### config.mk
export PLATFORM = sky130hd
export DESIGN_NAME = vmem_arbiter
export DESIGN_NICKNAME = d
export VERILOG_FILES = /design/src/rtl/vmem_arbiter.sv
export SDC_FILE = /design/constraint.sdc
export NUM_CORES = 1
export LEC_CHECK = 0
export ABC_CLOCK_PERIOD_IN_PS = 1700
export BUFFER_PORTS_ARGS = -buffer_cell sky130_fd_sc_hd__buf_2
export CORE_AREA = 2 2 104 106
export CTS_BUF_LIST = sky130_fd_sc_hd__clkbuf_4 sky130_fd_sc_hd__clkbuf_8 sky130_fd_sc_hd__clkbuf_16
export DETAILED_ROUTE_END_ITERATION = 6
export DIE_AREA = 0 0 106 108
export SLEW_MARGIN = 20
export SYNTH_ARGS = -nofsm -noshare
export SYNTH_HDL_FRONTEND = slang
export SYNTH_SLANG_ARGS = --single-unit
### constraint.sdc
create_clock -name system_clock -period 1.7 [get_ports system_clock]
set_input_delay 0.085 -clock system_clock [delete_from_list [all_inputs] [get_ports system_clock]]
set_output_delay 0.085 -clock system_clock [all_outputs]
set_load 0.01 [all_outputs]
### src/rtl/vmem_arbiter.sv
// Arbiter that shares one synchronous virtual-memory RAM between the processor
// and the display/input peripheral, and routes read returns back to their owner.
//
// Ports:
//   system_clock, reset                  - single clock, async active-high reset
//   cpu_wren/cpu_address/cpu_data        - processor access, issued every cycle
//   cpu_q                                - processor read data (cycle after read)
//   cpu_hold                             - processor access dropped this cycle
//   per_req/per_wren/per_address/per_data- peripheral request, held until per_gnt
//   per_gnt                              - peripheral request issued to RAM
//   per_rvalid/per_q                     - peripheral read return
//   mem_wren/mem_address/mem_data/mem_q  - RAM port, one-cycle read latency
//   stall_count                          - saturating count of cpu_hold cycles
module vmem_arbiter #(
  parameter int unsigned ADDR_W     = 17,
  parameter int unsigned DATA_W     = 32,
  parameter int unsigned CPU_BASE   = 5000,
  parameter int unsigned STARVE_MAX = 4
) (
  input  logic              system_clock,
  input  logic              reset,
  input  logic              cpu_wren,
  input  logic [ADDR_W-1:0] cpu_address,
  input  logic [DATA_W-1:0] cpu_data,
  output logic [DATA_W-1:0] cpu_q,
  output logic              cpu_hold,
  input  logic              per_req,
  input  logic              per_wren,
  input  logic [ADDR_W-1:0] per_address,
  input  logic [DATA_W-1:0] per_data,
  output logic              per_gnt,
  output logic              per_rvalid,
  output logic [DATA_W-1:0] per_q,
  output logic              mem_wren,
  output logic [ADDR_W-1:0] mem_address,
  output logic [DATA_W-1:0] mem_data,
  input  logic [DATA_W-1:0] mem_q,
  output logic [15:0]       stall_count
);

  localparam int unsigned CNT_W   = 4;
  localparam int unsigned STALL_W = 16;
  localparam logic [STALL_W-1:0] STALL_SAT = '1;

  typedef enum logic [1:0] {OWN_IDLE, OWN_CPU, OWN_PER} owner_t;
  typedef enum logic [1:0] {RTAG_NONE, RTAG_CPU, RTAG_PER} rtag_t;

  owner_t               owner;
  rtag_t                rtag;
  rtag_t                rtag_nxt;
  logic [CNT_W-1:0]     starve_cnt;
  logic [CNT_W-1:0]     starve_nxt;
  logic [STALL_W-1:0]   stall_nxt;
  logic                 cpu_hit;
  logic                 force_slot;

  assign cpu_hit    = (cpu_address >= ADDR_W'(CPU_BASE));
  assign force_slot = per_req && (starve_cnt == CNT_W'(STARVE_MAX));

  // Owner decision and RAM port steering; idle leaves processor values on the bus.
  always_comb begin
    owner       = OWN_IDLE;
    per_gnt     = 1'b0;
    cpu_hold    = 1'b0;
    mem_wren    = 1'b0;
    mem_address = cpu_address;
    mem_data    = cpu_data;
    if (force_slot) begin
      owner       = OWN_PER;
      per_gnt     = 1'b1;
      cpu_hold    = cpu_hit;
      mem_wren    = per_wren;
      mem_address = per_address;
      mem_data    = per_data;
    end else if (cpu_hit) begin
      owner    = OWN_CPU;
      mem_wren = cpu_wren;
    end else if (per_req) begin
      owner       = OWN_PER;
      per_gnt     = 1'b1;
      mem_wren    = per_wren;
      mem_address = per_address;
      mem_data    = per_data;
    end
  end

  // Next state: starvation counter, read-return tag, stall counter.
  always_comb begin
    starve_nxt = '0;
    rtag_nxt   = RTAG_NONE;
    stall_nxt  = stall_count;
    if (per_req && !per_gnt && (starve_cnt < CNT_W'(STARVE_MAX))) begin
      starve_nxt = starve_cnt + CNT_W'(1);
    end
    if (owner == OWN_PER && !per_wren) begin
      rtag_nxt = RTAG_PER;
    end else if (owner == OWN_CPU && !cpu_wren) begin
      rtag_nxt = RTAG_CPU;
    end
    if (cpu_hold && (stall_count != STALL_SAT)) begin
      stall_nxt = stall_count + STALL_W'(1);
    end
  end

  // State registers.
  always_ff @(posedge system_clock or posedge reset) begin
    if (reset) begin
      starve_cnt  <= '0;
      rtag        <= RTAG_NONE;
      stall_count <= '0;
    end else begin
      starve_cnt  <= starve_nxt;
      rtag        <= rtag_nxt;
      stall_count <= stall_nxt;
    end
  end

  // Read data is steered to whichever requester issued last cycle's read.
  assign per_rvalid = (rtag == RTAG_PER);
  assign per_q      = per_rvalid ? mem_q : '0;
  assign cpu_q      = (rtag == RTAG_CPU) ? mem_q : '0;

endmodule

==> results of run 1 <==
[placed cells by master (no fill, tap or decap), types with 2 or more instances in the layout]
| cell type | instances |
|---|---|
| inv_1 | 7 |
| nor4_1 | 2 |
| nor2b_1 | 2 |
| buf_4 | 26 |
| nand4_1 | 5 |
| nand3_4 | 2 |
| clkbuf_8 | 3 |
| buf_12 | 2 |
| buf_8 | 2 |
| nand2_1 | 3 |
| and2_1 | 67 |
| xnor2_1 | 9 |
| buf_2 | 221 |
| mux2_4 | 33 |
| mux2_2 | 17 |
| inv_2 | 2 |
| buf_16 | 3 |
| nand3_1 | 10 |
| dlygate4sd3_1 | 3 |
| buf_6 | 48 |
| nor2_1 | 10 |
| xor2_1 | 6 |
| nand2_4 | 2 |
| dfrtp_1 | 21 |
| nor4_4 | 2 |
[registers in the layout, indices dropped and copies added (netlist names)]
signal	count
rtag	2
stall_count	16
starve_cnt	4
[cell families after synthesis]
| group | share of synthesized area, % |
|---|---|
| adder cells (fa/ha/maj) | 1.681 |
| other | 0.1679 |
| XOR/XNOR | 5.883 |
| AO/OA/AOI/OAI | 1.401 |
| flip-flops | 24.65 |
| buffers and inverters | 5.546 |
| multiplexers | 29.41 |
| AND/OR/NAND/NOR | 31.26 |
[path summary, 6_finish.rpt]
kind	from	end	slack, ns	cells past startpoint
min	per_req	rtag[1]$_DFF_PP0_	0.31	4
min reg2reg	stall_count[14]$_DFFE_PP0P_	stall_count[14]$_DFFE_PP0P_	0.50	1
min in group asynchronous	reset	stall_count[0]$_DFFE_PP0P_	0.38	4
max	starve_cnt[1]$_DFF_PP0_	mem_address[12]	-0.18	8
max in group asynchronous	reset	stall_count[13]$_DFFE_PP0P_	1.08	4
max reg2reg	starve_cnt[1]$_DFF_PP0_	stall_count[7]$_DFFE_PP0P_	-0.01	8
[power breakdown]
part / internal (mW) / switching [mW]
sequential: 0.528 / 0.00276
clock: 0.315 / 0.182
combinational: 0.394 / 0.264
[metrics by stage]
stage	total power [mW]	utilization [%]	TNS (ns)	area, µm²
2_1_floorplan	0.7700	-	-0.09181	2267
3_5_place_dp	1.078	38.11	-2.574	3899
6_report	1.686	44.48	-7.840	4551
3_3_place_gp	1.074	38.11	-0.2001	3899
4_1_cts	1.684	43.49	-8.381	4449
5_1_grt	1.765	44.48	-11.50	4551
[per-layer routing]
| metal | wire length [µm] | up-vias |
|---|---|---|
| met5 | 0 | - |
| met4 | 81 | 0 |
| met3 | 1256 | 7 |
| met2 | 4919 | 148 |
| met1 | 4094 | 1292 |
| li1 | - | 1361 |
[critical path: stages, from the launching register on]
cell     delay (ns)
dfrtp_1        0.40
inv_2          0.08
ha_4           0.14
nand3_4        0.07
nand2_4        0.11
nand2_8        0.11
buf_12         0.17
mux2_4         0.31
buf_6          0.12
[layout make-up]
cell class / instances / area (µm²) / area share [%]
repair buffers: 306 / 2049 / 45.04
inverters: 9 / 33.78 / 0.7424
well taps: 136 / 170.2 / 3.739
multi-input cells: 186 / 1674 / 36.79
clock inverters: 1 / 30.03 / 0.6599
clock buffers: 3 / 41.29 / 0.9073
flip-flops and latches: 22 / 551.8 / 12.13
[timing repair]
action | 4_1_cts | 5_1_grt
gates resized for setup | 64 | 13
endpoints found under the hold margin | 24 | 0
buffers inserted | 4 | 1
pin swaps | 5 | 5
hold buffers | 3 | 0
endpoints found under the setup margin | 57 | 61
cloned | 3 | 2
==> summary.log, run 1 <==
INFO  grt            grt.busiest_layer=met2
INFO  clock_network  clock_tree.buffer_depth=2
INFO  logic_synthesis yosys_warnings=0
INFO  logic_synthesis synth.top_cells.by_area=dfrtp_1, and2_1, mux2_4
INFO  grt            grt_util_all_layers=16.13%
INFO  grt            grt_antenna_before_repair=0
INFO  critical_path  cp.arrival=1.79ns
INFO  cells_and_area final_layout_size_suffix_gt1_share=70.78%
INFO  detailed_routing antenna_violating_nets_post_route=0
INFO  clock_network  clock-sinks=22
INFO  logic_synthesis syn_area=2233µm²
INFO  timing         worst_hold_slack=0.3123ns
INFO  placed_design  placement.setup.worst_slack=-0.07859ns
INFO  clock_network  cts_tree=built
INFO  clock_network  cts_root_cell=clkbuf_8
INFO  floorplanning  floorplan.die_area=11,450µm²
INFO  placed_design  gpl.final_weighted_congestion=0.7523
INFO  detailed_routing detail_route.wirelength=10.35mm
INFO  timing         timing.final.ws_setup=-0.1770ns
INFO  power          leakage_dissipation=2.678nW
INFO  floorplanning  fp-row-count=37
INFO  logic_synthesis syn_nets=366
INFO  timing         clock.fmax=0.5328GHz
INFO  grt            maximum_number_of_pins_on_one_net_before_global_route_repair=33
INFO  detailed_routing first_pass_iters=4
INFO  power          cell_pwr_density=370.4nW/µm²
INFO  floorplanning  initial_core_util=21.83%
INFO  logic_synthesis synthesis.area_per_instance=9.796µm²
INFO  detailed_routing num_vias=2,808
INFO  critical_path  cp.required=1.62ns
INFO  placed_design  detailed_place_hpwl=8.424mm
INFO  logic_synthesis synth_ff_type=dfrtp_1
INFO  run            max-cap-violations=0
INFO  logic_synthesis netlist.top_cell.by_area=dfrtp_1
INFO  cells_and_area area_growth=103.8%
INFO  grt            grt_first_pass_wirelength=14.48mm
INFO  timing         rsz0062_at_grt=true
INFO  critical_path  worstSetupEndpointType=output pin
INFO  logic_synthesis synthTopCellsByCount=and2_1, mux2_2, mux2_4
INFO  status         run_status=complete, but fails checks
INFO  placed_design  dp_cells=646
INFO  detailed_routing via_per_inst=4.235
INFO  power          power.ir.vdd_worst=330.5µV
INFO  grt            global_route_overflow=0
INFO  grt            gr-usage-met3=6.811%
INFO  logic_synthesis synthesis.instances=228
INFO  clock_network  cts_inserted_buffers=3
INFO  critical_path  critical_path.max_fanout=7
INFO  logic_synthesis synth_top_area_share=24.65%
INFO  timing         period_minus_slack=1.877ns
INFO  floorplanning  coreArea=10,230µm²
INFO  logic_synthesis number_of_enable_type_register_cells_in_the_synthesized_netlist=0
INFO  critical_path  critPathKind=flip-flop to output pin
INFO  clock_network  clock_tree.htree_level_count=1
INFO  grt            globalRouteMet2Util=26.45%
INFO  cells_and_area final_cells=663
INFO  logic_synthesis synth_seq_cells=22
INFO  floorplanning  die_h=108µm
INFO  timing         fin_skew=0.001020ns
INFO  timing         final-hold-violation-count=0
INFO  grt            use_met1=20.00%
INFO  logic_synthesis post-synth-top-count-cell=and2_1
INFO  critical_path  critical_path.startpoint_type=flip-flop
INFO  grt            first_global_vias=2,728
INFO  logic_synthesis synth.yosys.seq_area_share=24.65%
INFO  hold_path      hold_class=input pin to flip-flop
INFO  clock_network  source_to_sink_clock_delay_at_the_later_pin_of_the_worst_skew_pair=0.27ns
INFO  timing         finalSetupViolations=50
INFO  placed_design  port_buffers=267
INFO  detailed_routing post-route-drc-count=0
INFO  timing         slew_violations=0
INFO  floorplanning  die-width=106µm
INFO  detailed_routing first_iter_violations=116
INFO  clock_network  worst_setup_hold_path_clk_slew=0.08ns
INFO  cells_and_area filler_cell_count=992
INFO  detailed_routing wire_per_inst=15.61µm
INFO  cells_and_area nNetsFinal=666
INFO  logic_synthesis netlist-cell-type-count=31
INFO  logic_synthesis asyncSetResetFlopFracSynth=100.0%
INFO  timing         fraction_of_the_cycle_the_final_worst_path_needs=110.4%
INFO  floorplanning  design.portCount=268
INFO  cells_and_area n_antenna_cell=0
INFO  status         violations=negative setup slack
Note: power is estimated with default switching activity, not from simulation.
==> inputs of run 2 (changes only) <==
CORE_AREA = 2 2 105 107   (was 2 2 104 106)
CTS_BUF_LIST = sky130_fd_sc_hd__clkbuf_4   (was sky130_fd_sc_hd__clkbuf_4 sky130_fd_sc_hd__clkbuf_8 sky130_fd_sc_hd__clkbuf_16)
DIE_AREA = 0 0 107 109   (was 0 0 106 108)
REMOVE_ABC_BUFFERS = 1   (was unset)
==> run 2 against run 1 <==
  * The run still ends with negative setup slack left
  * Hold slack gained 0.0025 ns
  * Sequential power barely moved
  * Worst setup slack got worse by 0.18 ns
  * Critical path type unchanged
  * Critical endpoint is now mem_address[11]
==> summary.log, run 2 (same netlist as run 1, synthesis figures left out) <==
INFO  status         run_status=complete, but fails checks
INFO  status         violations=negative setup slack
INFO  cells_and_area reg_top3=stall_count x16, starve_cnt x4, rtag x2
INFO  critical_path  cp.arrival=1.97ns [+0.18 ns]
INFO  clock_network  cts_root_cell=clkbuf_4
INFO  cells_and_area multi_input_comb_area=1784µm² [+6.6%]
INFO  critical_path  critPathKind=flip-flop to output pin
INFO  critical_path  beginning_of_the_worst_register_to_register_path=stall_count[0]$_DFFE_PP0P_
INFO  grt            maximum_number_of_pins_on_one_net_before_global_route_repair=34 [+3.0%]
INFO  floorplanning  die-width=107µm [+0.94%]
INFO  clock_network  worst_setup_hold_path_clk_slew=0.14ns [+0.06 ns]
INFO  floorplanning  design.portCount=268 [unchanged]
INFO  cells_and_area area_growth=117.4%
INFO  power          p_int=1.174mW [-5.1%]
INFO  grt            grt_util_all_layers=15.65% [-0.48 points]
INFO  critical_path  worstSetupEndpointType=output pin
INFO  grt            grt_first_pass_wirelength=14.37mm [-0.77%]
INFO  critical_path  cp.required=1.62ns [about the same]
INFO  grt            gr-usage-met3=5.619% [-1.2 points]
INFO  timing         timing.setup.tns=-15.44ns [-7.596 ns]
INFO  hold_path      hold_class=input pin to asynchronous set/reset pin
INFO  grt            grt.busiest_layer=met2
INFO  power          p_comb_share=41.8% [+2.8 points]
INFO  timing         final-hold-violation-count=0 [unchanged]
INFO  cells_and_area final_layout_size_suffix_gt1_share=74.63% [+3.9 points]
INFO  cells_and_area seqCellArea=550.5µm² [-0.23%]
INFO  critical_path  critical_path.startpoint_type=flip-flop
INFO  critical_path  cell_mode_on_critical_path=buf_12
INFO  timing         clock.fmax=0.4872GHz [-8.5%]
INFO  clock_network  clock_tree.htree_level_count=1 [unchanged]
INFO  critical_path  worst_path_largest_cell_delay=0.39ns [about the same]
INFO  critical_path  critical_path.max_fanout=7 [unchanged]
INFO  timing         fraction_of_the_cycle_the_final_worst_path_needs=120.7% [+10 points]
INFO  cells_and_area mostFrequentLayoutCell=buf_2
INFO  detailed_routing detail_route.wirelength=10.88mm [+5.1%]
INFO  power          power.share.switching=28.08% [+1.5 points]
INFO  timing         finalSetupViolations=55 [+10%]
INFO  power          leakage_dissipation=2.798nW [+4.5%]
INFO  detailed_routing wire_per_inst=15.98µm [+2.4%]
INFO  grt            grt_antenna_before_repair=2 [+2]
INFO  clock_network  cts_inserted_buffers=3 [unchanged]
INFO  placed_design  gpl.final_weighted_congestion=0.7711 [+2.5%]
INFO  critical_path  setup.worst_path.start=starve_cnt[3]$_DFF_PP0_
INFO  detailed_routing first_iter_violations=173 [+49%]
INFO  floorplanning  die_h=109µm [+0.93%]
INFO  power          clockPowerShare=25.6% [-3.9 points]
INFO  timing         worst_hold_slack=0.3148ns [+0.002474 ns]
INFO  clock_network  clock-sinks=22 [unchanged]
INFO  timing         timing.final.ws_setup=-0.3524ns [-0.1753 ns]
INFO  power          power.share.sequential=32.6% [+1.1 points]
INFO  floorplanning  fp-row-count=38 [+2.7%]
INFO  floorplanning  initial_core_util=21.06% [-0.77 points]
INFO  power          power.switching=0.4583mW [+2.2%]
INFO  timing         period_minus_slack=2.052ns [+0.1753 ns]
INFO  detailed_routing antenna_violating_nets_post_route=0 [unchanged]
INFO  grt            use_met1=20.09% [+0.087 points]
INFO  grt            globalRouteMet2Util=26.11% [-0.34 points]
INFO  detailed_routing num_vias=2,922 [+4.1%]
INFO  clock_network  clock_tree.buffer_depth=2 [unchanged]
INFO  cells_and_area largest_register_ffs=16 [unchanged]
INFO  power          cell_pwr_density=336.1nW/µm² [-9.3%]
INFO  grt            first_global_vias=2,771 [+1.6%]
INFO  timing         rsz0062_at_grt=true
INFO  detailed_routing first_pass_iters=4 [unchanged]
INFO  detailed_routing via_per_inst=4.291 [+1.3%]
INFO  detailed_routing post-route-drc-count=0 [unchanged]
INFO  cells_and_area final_cell_mix=buf_2, and2_1, buf_6
INFO  clock_network  cts_tree=built
INFO  critical_path  timing.critical_path.cells=and2b_2 -> nand3_4 -> nand2_4 -> nand2_8 -> buf_12 -> buf_12 -> mux2_4 -> buf_6
INFO  cells_and_area filler_cell_count=995 [+0.30%]
INFO  placed_design  placement.setup.worst_slack=-0.3742ns [-0.2956 ns]
INFO  critical_path  critPathSlowestCell=dfrtp_1
INFO  placed_design  detailed_place_hpwl=8.171mm [-3.0%]
INFO  timing         fin_skew=0.01372ns [+0.01270 ns]
INFO  power          power.ir.vdd_worst=243.6µV [-26%]
INFO  floorplanning  coreArea=10,600µm² [+3.6%]
INFO  clock_network  source_to_sink_clock_delay_at_the_later_pin_of_the_worst_skew_pair=0.33ns [+0.06 ns]
INFO  floorplanning  floorplan.die_area=11,660µm² [+1.9%]
INFO  cells_and_area layout.core_utilization=45.80% [+1.3 points]
INFO  placed_design  port_buffers=267 [unchanged]
INFO  grt            global_route_overflow=0 [unchanged]
INFO  cells_and_area largest_register=stall_count
INFO  run            max-cap-violations=0 [unchanged]
INFO  timing         slew_violations=0 [unchanged]
INFO  cells_and_area nNetsFinal=679 [+2.0%]
## run 2: path summary, 6_finish.rpt
kind | end | slack, ns | depth (start not counted)
worst min register to register | stall_count[14]$_DFFE_PP0P_ | 0.51 | 1
min in group system_clock | rtag[0]$_DFF_PP0_ | 0.46 | 6
worst max register to register | stall_count[1]$_DFFE_PP0P_ | -0.06 | 6
worst min-delay path | stall_count[13]$_DFFE_PP0P_ | 0.31 | 4
worst max-delay path | mem_address[11] | -0.35 | 8
max in group asynchronous | stall_count[2]$_DFFE_PP0P_ | 1.15 | 4
## run 2: stage by stage
step,instance area (µm²),total power [mW],std cells
floorplan,2143,0.7642,216
global placement,3897,1.072,652
detailed placement,3897,1.079,652
CTS,4474,1.553,672
global route,4856,1.699,681
finish,4856,1.632,681
## run 2: what timing repair did
item / CTS / global route
endpoints found under the setup margin: 66 / 67
endpoints found under the hold margin: 24 / 0
resized for setup: 54 / 58
buffers inserted: 9 / 7
gates cloned: 4 / 2
hold buffers: 3 / 0
pin swaps: 11 / 20
## run 2: cell type report
class	instances	share of cell area, %
Sequential cell	22	11.34
Clock inverter	1	0.6184
Inverter	9	0.7988
Clock buffer	3	0.4638
Multi-Input combinational cell	185	36.74
Tap cell	140	3.607
Antenna cell	1	0.05153
Timing Repair Buffer	320	46.38
## run 2: routing by layer
layer	vias up	part of all wire [%]
li1	1391	-
met1	1363	40
met2	156	49
met3	10	10
met4	2	0.37
met5	-	0.10
## run 2: power groups by stage
stage                     registers (mW)  logic, mW  clock network [mW]
after global placement             0.541      0.530                   0
after CTS                          0.532      0.618               0.403
after detailed placement           0.542      0.537                   0
final                              0.533      0.682               0.417
after floorplan                    0.542      0.222                   0
after global routing               0.533      0.729               0.437
## run 2: worst max-delay path: cells and delay by family, from the launching register on
kind / cells / cell delay [ns]
simple gates: 4 / 0.50
mux: 1 / 0.33
buf+inv: 3 / 0.42
flops: 1 / 0.39
==> inputs of run 3 (changes only) <==
CORE_AREA = 2 2 104 106   (was 2 2 105 107)
CTS_BUF_LIST = unset   (was sky130_fd_sc_hd__clkbuf_4)
DIE_AREA = 0 0 106 108   (was 0 0 107 109)
==> run 3 against run 2 <==
  * The flow still finishes with violations (negative setup slack)
  * First-iteration DRC count down 37%
  * Largest power group unchanged
  * Clock skew decreased by 0.011 ns
  * Routed wire length rose by 5.1%
  * Sequential power hardly changed
  * Largest cell class unchanged
  * Hold slack better by 0.017 ns
  * Clock power down 10%
  * Worst setup slack gained 0.16 ns
  * Non-clock buffer count shrank 8
  * Design area fell by 1.6%
  * Critical path type unchanged
  * Fmax up 8.2%
  * Critical path depth stayed put
  * Die area down 1.8%
==> summary.log, run 3 (same netlist as run 1, synthesis figures left out) <==
INFO  status         run_status=complete, but fails checks
INFO  status         violations=negative setup slack
INFO  cells_and_area reg_top3=stall_count x16, starve_cnt x4, rtag x2
INFO  timing         fin_skew=0.002977ns [-0.01074 ns]
INFO  hold_path      hold_path_depth=4
INFO  grt            global_route_overflow=0 [unchanged]
INFO  critical_path  critical_path.startpoint_type=flip-flop
INFO  clock_network  clock_tree.buffer_depth=2 [unchanged]
INFO  detailed_routing post-route-drc-count=0 [unchanged]
INFO  placed_design  placement_stage_cell_area=3897µm² [unchanged]
INFO  clock_network  clock_tree.htree_level_count=1 [unchanged]
INFO  placed_design  gpl.final_weighted_congestion=0.7819 [+1.4%]
INFO  run            max-cap-violations=0 [unchanged]
INFO  cells_and_area area_growth=113.8%
INFO  clock_network  clock-sinks=22 [unchanged]
INFO  critical_path  timing.critical_path.cells=inv_2 -> ha_4 -> nand3_4 -> nand2_8 -> nand2_8 -> clkbuf_16 -> mux2_4 -> buf_6
INFO  cells_and_area layout.core_utilization=46.68% [+0.88 points]
INFO  critical_path  critical_path.max_fanout=6 [-1]
INFO  cells_and_area final_layout_size_suffix_gt1_share=72.42% [-2.2 points]
INFO  detailed_routing wire_per_inst=17.08µm [+6.9%]
INFO  critical_path  critPathSlowestCell=dfrtp_1
INFO  floorplanning  die_h=108µm [-0.92%]
INFO  timing         rsz0062_at_grt=true
INFO  critical_path  critical_path.top_delay_family=flip-flops
INFO  cells_and_area layout.cell_area.non_filler=4776µm² [-1.6%]
INFO  placed_design  port_buffers=267 [unchanged]
INFO  timing         timing.setup.tns=-9.105ns [+6.332 ns]
INFO  critical_path  cell_mode_on_critical_path=nand2_8
INFO  floorplanning  initial_core_util=21.83% [+0.77 points]
INFO  placed_design  detailed_place_hpwl=8.950mm [+9.5%]
INFO  floorplanning  fp-row-count=37 [-2.6%]
INFO  critical_path  cp_num_buf_inv=3 [unchanged]
INFO  power          cell_pwr_density=336.1nW/µm² [about the same]
INFO  critical_path  worst_path_largest_cell_delay=0.39ns [about the same]
INFO  critical_path  cp.arrival=1.81ns [-0.16 ns]
INFO  critical_path  worstSetupPathDepth=8 [unchanged]
INFO  power          leakage_dissipation=2.821nW [+0.83%]
INFO  detailed_routing num_vias=2,909 [-0.44%]
INFO  detailed_routing antenna_violating_nets_post_route=0 [unchanged]
INFO  clock_network  worst_setup_hold_path_clk_slew=0.08ns [-0.06 ns]
INFO  grt            first_global_vias=2,795 [+0.87%]
INFO  timing         fraction_of_the_cycle_the_final_worst_path_needs=111.6% [-9.1 points]
INFO  cells_and_area final_cell_mix=buf_2, and2_1, buf_6
INFO  critical_path  r2r_cells=9 [+3]
INFO  timing         clock.fmax=0.5272GHz [+8.2%]
INFO  floorplanning  floorplan.die_area=11,450µm² [-1.8%]
INFO  clock_network  source_to_sink_clock_delay_at_the_later_pin_of_the_worst_skew_pair=0.26ns [-0.07 ns]
INFO  timing         timing.final.ws_setup=-0.1970ns [+0.1554 ns]
INFO  cells_and_area largest_register=stall_count
INFO  clock_network  cts_root_cell=clkbuf_8
INFO  grt            maximum_number_of_pins_on_one_net_before_global_route_repair=34 [unchanged]
INFO  detailed_routing via_per_inst=4.342 [+1.2%]
INFO  cells_and_area largest_register_ffs=16 [unchanged]
INFO  critical_path  critPathKind=flip-flop to output pin
INFO  detailed_routing first_pass_iters=4 [unchanged]
INFO  grt            grt_first_pass_wirelength=15.10mm [+5.1%]
INFO  cells_and_area nNetsFinal=672 [-1.0%]
INFO  grt            grt_antenna_before_repair=1 [-1]
INFO  timing         period_minus_slack=1.897ns [-0.1554 ns]
INFO  grt            grt_util_all_layers=16.96% [+1.3 points]
INFO  timing         final-hold-violation-count=0 [unchanged]
INFO  floorplanning  design.portCount=268 [unchanged]
INFO  clock_network  cts_tree=built
INFO  floorplanning  die-width=106µm [-0.93%]
INFO  critical_path  worstSetupEndpointType=output pin
INFO  clock_network  cts_inserted_buffers=3 [unchanged]
INFO  detailed_routing first_iter_violations=109 [-37%]
INFO  timing         slew_violations=0 [unchanged]
INFO  hold_path      hold_class=input pin to flip-flop
INFO  power          power.ir.vdd_worst=247.7µV [+1.7%]
INFO  floorplanning  coreArea=10,230µm² [-3.5%]
INFO  critical_path  cp.required=1.62ns [about the same]
INFO  cells_and_area mostFrequentLayoutCell=buf_2
INFO  detailed_routing detail_route.wirelength=11.44mm [+5.1%]
INFO  timing         finalSetupViolations=63 [+15%]
==> run 3: path summary, 6_finish.rpt <==
path                                        startpoint                           to  slack [ns]
min in group asynchronous                        reset   stall_count[0]$_DFFE_PP0P_        0.38
max in group asynchronous                        reset   stall_count[9]$_DFFE_PP0P_        1.09
max reg2reg                    starve_cnt[1]$_DFF_PP0_   stall_count[7]$_DFFE_PP0P_       -0.12
min reg2reg                stall_count[14]$_DFFE_PP0P_  stall_count[14]$_DFFE_PP0P_        0.49
min                                            per_req            rtag[1]$_DFF_PP0_        0.33
max                            starve_cnt[1]$_DFF_PP0_              mem_address[10]       -0.20
==> run 3: worst register-to-register path, cell delays in order (launching register included) <==
cell and delay [ns]:
dfrtp_1 0.39, inv_2 0.08, ha_4 0.14, nand3_4 0.10
buf_4 0.15, buf_6 0.12, a211o_4 0.30, buf_12 0.16
nor4_4 0.15, xor2_1 0.17
==> run 3: metal layers <==
metal | GRT usage (%) | part of all wire, % | vias up
met3 | 5.606 | 9.9 | 14
met4 | 3.853 | 2.2 | 0
met2 | 29.17 | 49 | 147
met5 | 0 | 0 | -
met1 | 20.66 | 38 | 1374
li1 | - | - | 1374
==> run 3: timing repair <==
action | in CTS | in global routing
pin swaps | 3 | 16
resized for setup | 55 | 59
gates cloned | 3 | 4
endpoints found under the hold margin | 24 | 0
setup buffers | 4 | 4
endpoints found under the setup margin | 65 | 65
hold buffers | 3 | 0
==> run 3: where the power goes <==
part           switching [mW]  leakage, nW  internal (mW)
logic                   0.286         2.50          0.413
clock network           0.169       0.0288          0.206
registers             0.00281        0.291          0.528
==> run 3: metrics by stage <==
step | hold slack (ns) | cells | setup WS [ns] | total power [mW]
floorplan | 0.07423 | 216 | -0.3342 | 0.7642
global placement | 0.1365 | 647 | -0.3715 | 1.077
detailed placement | 0.1359 | 647 | -0.3598 | 1.084
CTS | 0.3450 | 661 | -0.2204 | 1.556
global route | 0.3447 | 670 | -0.2568 | 1.687
finish | 0.3316 | 670 | -0.1970 | 1.605
==> run 3: final cells by class <==
class	count	area [µm²]
tap	136	170.2
antenna	1	2.502
inverter	9	33.78
clock buffer	4	55.05
timing repair buffer	312	2142
sequential	22	550.5
multi-input combinational	186	1822
fill	971	5455
